--- config.mk ---
export PLATFORM = sky130hd
export DESIGN_NAME = alu_pipe
export DESIGN_NICKNAME = d
export VERILOG_FILES = /design/src/rtl/alu_pipe.sv
export SDC_FILE = /design/constraint.sdc
export NUM_CORES = 1
export LEC_CHECK = 0
export BUFFER_PORTS_ARGS = -buffer_cell sky130_fd_sc_hd__buf_2
export CAP_MARGIN = 40
export CORE_MARGIN = 4
export CORE_UTILIZATION = 45
export CTS_CLUSTER_DIAMETER = 100
export DETAILED_ROUTE_END_ITERATION = 7
export PLACE_DENSITY = 0.73
export SETUP_SLACK_MARGIN = 0.1
export SKIP_CTS_REPAIR_TIMING = 1
export SYNTH_ARGS = -nofsm -noshare
export SYNTH_HDL_FRONTEND = slang
export SYNTH_SLANG_ARGS = --single-unit
--- constraint.sdc ---
create_clock -name clk -period 7.8 [get_ports clk]
set_input_delay 0.78 -clock clk [delete_from_list [all_inputs] [get_ports clk]]
set_output_delay 0.78 -clock clk [all_outputs]
set_load 0.1 [all_outputs]
--- src/rtl/alu_pipe.sv ---
// Handshaked two-word ALU: lane-wise ADD/SUB, logic ops, iterative unsigned MULT/DIV.
// Define ALU_PIPE_DIV_EN to build the restoring divider; otherwise DIV is a 1-cycle stub.
module alu_pipe #(
  parameter int WIDTH     = 32,
  parameter int STEP_BITS = 1
) (
  input  logic             clk,
  input  logic             rst,
  input  logic             in_valid,
  output logic             in_ready,
  input  logic [2:0]       op,
  input  logic             form,
  input  logic [1:0]       vec,
  input  logic [WIDTH-1:0] A,
  input  logic [WIDTH-1:0] B,
  input  logic [WIDTH-1:0] C,
  input  logic [WIDTH-1:0] D,
  output logic             out_valid,
  input  logic             out_ready,
  output logic [WIDTH-1:0] Y1,
  output logic [WIDTH-1:0] Y2,
  output logic             div0,
  output logic             busy
);
  localparam int N  = WIDTH / STEP_BITS;
  localparam int CW = $clog2(N + 1);
  localparam int NB = 2 * WIDTH / 8;

  typedef enum logic {IDLE, ITER} state_t;
  state_t state, state_nxt;

  logic [CW-1:0]      count;
  logic [WIDTH-1:0]   hi, lo, c_q;
`ifdef ALU_PIPE_DIV_EN
  logic               is_div_q, div0_q;
`endif
  logic               accept, start_iter, last;
  logic [2*WIDTH-1:0] as_x, as_y, as_sum;
  logic               as_sub, carry, lane_start;
  logic [8:0]         byte_sum;
  logic [WIDTH-1:0]   r1, r2;
  logic               r_div0;
  logic [WIDTH:0]     hi_t;
  logic [WIDTH-1:0]   lo_t;

  assign in_ready = (state == IDLE) && (!out_valid || out_ready);
  assign accept   = in_valid && in_ready;
  assign busy     = (state == ITER);
  assign last     = (state == ITER) && (count == CW'(N - 1));
`ifdef ALU_PIPE_DIV_EN
  assign start_iter = (op == 3'b001) || (op == 3'b101);
`else
  assign start_iter = (op == 3'b001);
`endif

  always_ff @(posedge clk or posedge rst) begin
    if (rst) state <= IDLE;
    else     state <= state_nxt;
  end

  always_comb begin
    state_nxt = state;
    case (state)
      IDLE:    if (accept && start_iter) state_nxt = ITER;
      ITER:    if (last) state_nxt = IDLE;
      default: state_nxt = IDLE;
    endcase
  end

  // Byte-wise carry chain over {A,B}+{C,D}; the chain restarts at each lane boundary.
  always_comb begin
    as_sub     = op[2];
    as_x       = {A, B};
    as_y       = as_sub ? ~{C, D} : {C, D};
    as_sum     = '0;
    carry      = as_sub;
    lane_start = 1'b0;
    byte_sum   = '0;
    for (int i = 0; i < NB; i++) begin
      case (vec)
        2'b00:   lane_start = 1'b1;
        2'b01:   lane_start = (i % 2) == 0;
        2'b10:   lane_start = (i % (WIDTH / 8)) == 0;
        default: lane_start = (i == 0);
      endcase
      if (lane_start) carry = as_sub;
      byte_sum = {1'b0, as_x[8*i +: 8]} + {1'b0, as_y[8*i +: 8]} + {8'b0, carry};
      as_sum[8*i +: 8] = byte_sum[7:0];
      carry = byte_sum[8];
    end
  end

  always_comb begin
    r1     = '0;
    r2     = '0;
    r_div0 = 1'b0;
    case (op)
      3'b000, 3'b100: {r1, r2} = as_sum;
      3'b010: begin r1 = A & C; r2 = B & D; end
      3'b011: begin r1 = A | C; r2 = B | D; end
      3'b110: begin r1 = A ^ C; r2 = B ^ D; end
      3'b111: begin r1 = A;     r2 = B;     end
      3'b101: begin r1 = '1;    r2 = A;     r_div0 = 1'b1; end
      default: ;
    endcase
    if (op[1] && form) begin
      r1 = ~r1;
      r2 = ~r2;
    end
  end

  // hi/lo hold {product high, multiplier/low} for MULT and {remainder, quotient} for DIV.
  always_comb begin
    hi_t = {1'b0, hi};
    lo_t = lo;
    for (int s = 0; s < STEP_BITS; s++) begin
`ifdef ALU_PIPE_DIV_EN
      if (is_div_q) begin
        hi_t = {hi_t[WIDTH-1:0], lo_t[WIDTH-1]};
        lo_t = {lo_t[WIDTH-2:0], 1'b0};
        if (hi_t >= {1'b0, c_q}) begin
          hi_t    = hi_t - {1'b0, c_q};
          lo_t[0] = 1'b1;
        end
      end else
`endif
      begin
        if (lo_t[0]) hi_t = {1'b0, hi_t[WIDTH-1:0]} + {1'b0, c_q};
        lo_t = {hi_t[0], lo_t[WIDTH-1:1]};
        hi_t = {1'b0, hi_t[WIDTH:1]};
      end
    end
  end

  always_ff @(posedge clk or posedge rst) begin
    if (rst) begin
      out_valid <= 1'b0;
      Y1        <= '0;
      Y2        <= '0;
      div0      <= 1'b0;
      hi        <= '0;
      lo        <= '0;
      c_q       <= '0;
      count     <= '0;
`ifdef ALU_PIPE_DIV_EN
      is_div_q  <= 1'b0;
      div0_q    <= 1'b0;
`endif
    end else if (accept && start_iter) begin
      out_valid <= 1'b0;
      hi        <= '0;
      lo        <= A;
      c_q       <= C;
      count     <= '0;
`ifdef ALU_PIPE_DIV_EN
      is_div_q  <= op[2];
      div0_q    <= (C == '0);
`endif
    end else if (accept) begin
      out_valid <= 1'b1;
      Y1        <= r1;
      Y2        <= r2;
      div0      <= r_div0;
    end else if (state == ITER) begin
      hi    <= hi_t[WIDTH-1:0];
      lo    <= lo_t;
      count <= count + CW'(1);
      if (last) begin
        out_valid <= 1'b1;
`ifdef ALU_PIPE_DIV_EN
        if (is_div_q) begin
          Y1   <= lo_t;
          Y2   <= hi_t[WIDTH-1:0];
          div0 <= div0_q;
        end else begin
          Y1   <= hi_t[WIDTH-1:0];
          Y2   <= lo_t;
          div0 <= 1'b0;
        end
`else
        Y1   <= hi_t[WIDTH-1:0];
        Y2   <= lo_t;
        div0 <= 1'b0;
`endif
      end
    end else if (out_valid && out_ready) begin
      out_valid <= 1'b0;
    end
  end
endmodule
==> impl_metrics.tcl, run 1 <==
set metrics [dict create \
    firstDrtPassIters 5 \
    numClockSinks 169 \
    grt_usage 0.296 \
    clk_latency_ps 460 \
    combPwrFrac 0.640 \
    synthXorXnorAreaFrac 0.0907 \
    place_area_mm2 0.0202 \
    p_clk_frac 0.128 \
    synthAdderAreaFrac 0.172 \
    setup_viol 32 \
    synthArstFlopShare 1.00 \
    io_pins 206 \
    worstMarginPinSlew_ps 956 \
    finalCriticalPeriod_ps 14360 \
    power_density_mw_per_mm2 334 \
    n_fill_cell 3562 \
    ys_types 80 \
    drt.antenna.violating_nets 0 \
    r2r_slack_ps 4120 \
    synthMuxAreaShare 0.0586 \
    clk_pin_slew_ps 70 \
    cp_slowest_cell "fa_2" \
    grtUsageMet3 0.0719 \
    h-tree-depth 4 \
    hold_class "input port to async pin" \
    p_leak_nw 10.3 \
    cts_root_buffer "clkbuf_16" \
    grt_pass1_vias 16600 \
    fin_tns_setup_ps -121140 \
    fin_crit_sh 1.84 \
    syn2layout_area_growth_pct 19.7 \
    synthCells 2134 \
    ys_seq_area_frac 0.241 \
    status "finished with violations" \
    synth_warnings 0 \
    synth_edf_count 0 \
    power.internal_mw 3.11 \
    slew_violations 0 \
    post-route-drc-count 0 \
    routed_wl_um 64400 \
    grt_pass1_wl_um 96800 \
    synth_ff_type "dfrtp_1" \
    path_common_cell "a21oi_2" \
    violations "negative setup slack" \
    fp-row-count 72 \
    cp_max_fo 2 \
    synth_compound_area_frac 0.245 \
    power.share.sequential 0.233 \
    routabilityCongestion 0.958 \
    final_cell_area_mm2 0.0210 \
    cp.required_ps 8160 \
    finalWorstSetupSlack_ps -6560 \
    worstSetupStartpointType "input port" \
    critical-path-max-stage-delay_ps 430 \
    synth_top_family_by_area "compound AO/OA/AOI/OAI gates" \
    grt.busiest_layer "met2" \
    timing.fmax_mhz 69.6 \
    final_nets 2765 \
    drt-wirelength-per-cell_um 22.0 \
    met1_usage 0.395 \
    vias 17500 \
    design.core.area_mm2 0.0386 \
    skew_ps 8.38 \
    rsz0062_at_grt "yes" \
    cts_buffers 17 \
    switching_power_mw 3.91 \
    fp.dieH_um 206 \
    worstPathArrival_ps 14720 \
    antenna_found_initial 8 \
    synth_area_per_cell_um2 8.24 \
    cp-end-kind "register" \
    synthesis.nets 2504 \
    ys_ff_latch 169 \
    overflow 0 \
    dp_hpwl_um 48400 \
    dieArea_mm2 0.0423 \
    io_buffer_count 205 \
    grt_max_degree 90 \
    drv_cap 0 \
    clk_path_buf_depth 2 \
    critPathKind "input port to register" \
    cts_tree "yes" \
    met2_usage 0.459 \
    ir_drop_mv 0.280 \
    hold_viol 0 \
    final_util 0.544 \
    via_per_inst 5.97 \
    p_sw_frac 0.557 \
    initial_core_util 0.455 \
    synth_area_mm2 0.0176 \
    die_w_um 206 \
    max_slew_margin 0.362 \
    drtIter0Drc 1668 \
    drive_gt1_frac 0.232 \
    yosys.area_share.simple 0.116 \
]
final timing paths:
| check | startpoint | to | depth (start not counted) |
|---|---|---|---|
| min reg2reg | Y1[4]$_DFFE_PP0P_ | Y1[4]$_DFFE_PP0P_ | 2 |
| max in group asynchronous | rst | lo[0]$_DFFE_PP0P_ | 4 |
| min in group clk | Y1[4]$_DFFE_PP0P_ | Y1[4]$_DFFE_PP0P_ | 2 |
| max | D[0] | Y1[30]$_DFFE_PP0P_ | 76 |
| max reg2reg | busy$_DFF_PP0_ | Y1[27]$_DFFE_PP0P_ | 9 |
| min | rst | c_q[17]$_DFFE_PP0P_ | 2 |
cells in the mapped netlist, types with 12 or more instances:
cell type	n	area share
xnor2_1	86	0.043
inv_1	189	0.040
nor2_1	109	0.023
a31oi_1	26	0.0093
a21o_1	39	0.017
nand4_1	14	0.0050
a211oi_1	25	0.011
dfrtp_1	169	0.24
a21oi_1	149	0.042
mux2i_1	53	0.030
a22oi_1	49	0.021
nor3_1	16	0.0046
fa_1	16	0.018
xor2_1	96	0.048
o21ai_0	198	0.056
and3_1	15	0.0053
o21bai_1	15	0.0064
nand2_1	243	0.052
a221oi_1	15	0.0075
buf_1	12	0.0026
clkbuf_1	84	0.018
o22ai_1	29	0.010
buf_2	31	0.0088
nand2b_1	14	0.0050
nor2b_1	20	0.0071
o211ai_1	25	0.011
mux4_2	17	0.022
nand3_1	25	0.0071
ha_1	216	0.15
area by class of cell:
| class | instances | area [µm²] | area share |
|---|---|---|---|
| flip-flops and latches | 169 | 4230 | 0.201 |
| multi-input cells | 1635 | 12400 | 0.589 |
| inverters | 190 | 718 | 0.0341 |
| clock inverters | 13 | 161 | 0.00767 |
| diodes | 4 | 10.0 | 0.000476 |
| repair buffers | 382 | 2450 | 0.116 |
| clock buffers | 18 | 429 | 0.0204 |
| well taps | 518 | 648 | 0.0308 |
cell usage in the layout (no fill, tap or decap), types with 12 or more instances in the layout:
cell type	Yosys	routed
and3_1	15	14
o21ai_0	198	154
a31oi_1	26	24
fa_2	0	15
a21o_1	39	39
nor3_1	16	14
a21oi_1	149	118
dfrtp_1	169	167
a221oi_1	15	12
clkbuf_16	0	17
o21ai_1	4	40
nand2_1	243	241
o21bai_1	15	15
buf_4	4	173
o22ai_1	29	29
xor2_1	96	95
a211oi_1	25	22
inv_1	189	188
mux4_2	17	17
ha_1	216	216
a22oi_1	49	49
nand4_1	14	14
nor2b_1	20	18
buf_2	31	202
xnor2_1	86	82
nor2_1	109	100
nand3_1	25	25
a21oi_2	2	32
mux2i_1	53	53
o211ai_1	25	25
nand2b_1	14	14
sequential cells by signal (all words and copies together), names as in the netlist:
name	cells
c_q	32
Y2	32
count	6
Y1	32
lo	32
out_valid	1
busy	1
div0	1
hi	32
kinds of logic after synthesis:
| kind of cell | Yosys count |
|---|---|
| buffers and inverters | 330 |
| adders and majority gates | 232 |
| xor gates and xnor gates | 182 |
| and+or+nand+nor | 473 |
| muxes | 80 |
| AOI/OAI and AO/OA | 668 |
| DFF | 169 |
power by group through the flow:
stage               Combinational [mW]  Clock [mW]  Sequential [mW]
global route                      4.80       0.934             1.68
global placement                  4.28           0             1.63
finish                            4.50       0.897             1.64
detailed placement                4.37           0             1.64
floorplan                         2.22           0             2.65
CTS                               4.40       0.898             1.62
critical path, delay by kind of cell:
kind | cells | cell delay (ps)
compound gates | 48 | 6970
simple gates | 10 | 670
buf+inv | 1 | 90
fa+ha+maj | 15 | 5810
mux | 1 | 300
xor+xnor | 1 | 100
metal layers:
| layer | share of wire | vias to the layer above |
|---|---|---|
| li1 | - | 8032 |
| met1 | 0.41 | 8320 |
| met2 | 0.45 | 923 |
| met3 | 0.098 | 195 |
| met4 | 0.048 | 8 |
| met5 | 0.00065 | - |
through the flow:
step,cells,hold WS [ps],setup WS (ps),total power [mW]
2_1_floorplan,2134,454,-7060,4.87
3_3_place_gp,2883,451,-7280,5.90
3_5_place_dp,2888,459,-7490,6.01
4_1_cts,2919,351,-7060,6.92
5_1_grt,2926,352,-7270,7.42
6_report,2929,331,-6560,7.03
Power figures use the tool's default switching activity.
==> run 2, diff against run 1 <==
--- a/config.mk
+++ b/config.mk
@@ -7,11 +7,13 @@
 export LEC_CHECK = 0
 export BUFFER_PORTS_ARGS = -buffer_cell sky130_fd_sc_hd__buf_2
 export CAP_MARGIN = 40
+export CELL_PAD_IN_SITES_DETAIL_PLACEMENT = 1
+export CELL_PAD_IN_SITES_GLOBAL_PLACEMENT = 2
 export CORE_MARGIN = 4
-export CORE_UTILIZATION = 45
+export CORE_UTILIZATION = 33
 export CTS_CLUSTER_DIAMETER = 100
 export DETAILED_ROUTE_END_ITERATION = 7
-export PLACE_DENSITY = 0.73
+export PLACE_DENSITY = 0.88
 export SETUP_SLACK_MARGIN = 0.1
 export SKIP_CTS_REPAIR_TIMING = 1
 export SYNTH_ARGS = -nofsm -noshare
==> constraint.sdc (replaced) <==
create_clock -name clk -period 11.7 [get_ports clk]
set_input_delay 1.17 -clock clk [delete_from_list [all_inputs] [get_ports clk]]
set_output_delay 1.17 -clock clk [all_outputs]
set_load 0.1 [all_outputs]
==> run 2 against run 1 <==
Against the previous run:
- the run still ends with negative setup slack left
- cell count grew 4.5%
- sequential share of layout area barely moved
- die area is 35% higher
- design area about the same
- critical path type unchanged
- largest cell class unchanged
==> impl_metrics.tcl, run 2 (synthesized netlist as in run 1, its figures left out) <==
set metrics [dict create \
    cts_tree "yes" \
    io_pins 206 \
    finalCriticalPeriod_ps 14980 \
    design.core.area_mm2 0.0527 \
    slew_violations 0 \
    layout_common_cells "nand2_1, ha_1, buf_2, inv_1" \
    final_common_cell "nand2_1" \
    grt_usage 0.247 \
    whs_ps 475 \
    max_slew_margin 0.338 \
    numClockSinks 169 \
    critPathKind "input port to register" \
    dp_hpwl_um 54800 \
    drt.antenna.violating_nets 0 \
    fp-row-count 84 \
    routabilityCongestion 0.898 \
    cp_slowest_cell "fa_2" \
    finalNonFillerCells 3062 \
    grt_max_degree 93 \
    clk_latency_ps 460 \
    power_density_mw_per_mm2 225 \
    final_util 0.399 \
    worstMarginPinSlew_ps 994 \
    vias 17500 \
    antenna_found_initial 5 \
    firstDrtPassIters 5 \
    ir_drop_mv 0.148 \
    final_cell_area_mm2 0.0210 \
    clk_pin_slew_ps 70 \
    h-tree-depth 4 \
    hold_class "register to register" \
    cts_buffers 17 \
    clk_path_buf_depth 2 \
    dieArea_mm2 0.0570 \
    drt-wirelength-per-cell_um 23.8 \
    r2r_slack_ps 8040 \
    drv_cap 0 \
    cp_max_fo 4 \
    overflow 0 \
    violations "negative setup slack" \
    post-route-drc-count 0 \
    p_leak_nw 10.2 \
    worstSetupStartpointType "input port" \
    syn2layout_area_growth_pct 19.6 \
    skew_ps 13.6 \
    drive_gt1_frac 0.221 \
    hold_viol 0 \
    grt_pass1_wl_um 109000 \
    grt_pass1_vias 18000 \
    final_nets 2729 \
    routed_wl_um 73000 \
    fin_tns_setup_ps -35770 \
    drtIter0Drc 1445 \
    status "finished with violations" \
    io_buffer_count 205 \
    setup_viol 16 \
    worstPathArrival_ps 15370 \
    cp.required_ps 12090 \
    finalWorstSetupSlack_ps -3280 \
    place_ws_ps -4220 \
    cts_root_buffer "clkbuf_16" \
    timing.fmax_mhz 66.8 \
    cp-end-kind "register" \
    place_area_mm2 0.0200 \
    initial_core_util 0.334 \
    fin_crit_sh 1.28 \
    total_power_mw 4.74 \
    rsz0062_at_grt "yes" \
    placed_cells 3012 \
    critical-path-max-stage-delay_ps 450 \
    die_w_um 239 \
    via_per_inst 5.70 \
    path_common_cell "a21oi_2" \
    fp.dieH_um 239 \
]
==> run 2: changes by cell type in the layout (fill, tap and decap cells not counted), moves of 2 or more <==
cell and delta:
buf_4 -38, o21ai_1 -11, o21ai_2 -3, nor2_1 -2, buf_8 +2, o21ai_0 +13, inv_6 -2, nor2_2 +2
==> run 2: worst paths after layout <==
kind / startpoint / endpoint / depth (start not counted)
max: op[2] / Y1[28]$_DFFE_PP0P_ / 77
min: Y2[26]$_DFFE_PP0P_ / Y2[26]$_DFFE_PP0P_ / 2
max reg2reg: busy$_DFF_PP0_ / Y1[15]$_DFFE_PP0P_ / 7
min reg2reg: Y2[26]$_DFFE_PP0P_ / Y2[26]$_DFFE_PP0P_ / 2
max in group asynchronous: rst / lo[0]$_DFFE_PP0P_ / 5
min in group asynchronous: rst / c_q[11]$_DFFE_PP0P_ / 2
==> run 2: cell type report <==
cell class	count	area, µm²
multi-input combinational	1635	12400
inverter	190	718
tap	688	861
clock buffer	19	443
clock inverter	12	168
sequential	169	4230
timing repair buffer	346	2190
antenna	3	7.51
fill	6274	31600
==> run 2: layer usage <==
| metal | up-vias | wire length [µm] | share of wire | GRT usage |
|---|---|---|---|---|
| li1 | 7938 | - | - | - |
| met1 | 8782 | 32000 | 0.44 | 0.334 |
| met2 | 581 | 33500 | 0.46 | 0.402 |
| met3 | 152 | 4010 | 0.055 | 0.0298 |
| met4 | 2 | 3390 | 0.046 | 0.105 |
| met5 | - | 20 | 0.00027 | 0 |
==> run 2: report_power, final <==
group	total, mW	internal, mW	switching (mW)
logic	3.03	0.882	2.14
clock network	0.612	0.345	0.268
registers	1.10	0.852	0.251
==> run 2: critical path, delay by kind of cell <==
| family | cells | cell delay (ps) |
|---|---|---|
| compound gates | 46 | 6750 |
| fa+ha+maj | 15 | 5860 |
| simple gates | 12 | 910 |
| mux | 1 | 280 |
| buf+inv | 2 | 250 |
| xor+xnor | 1 | 100 |
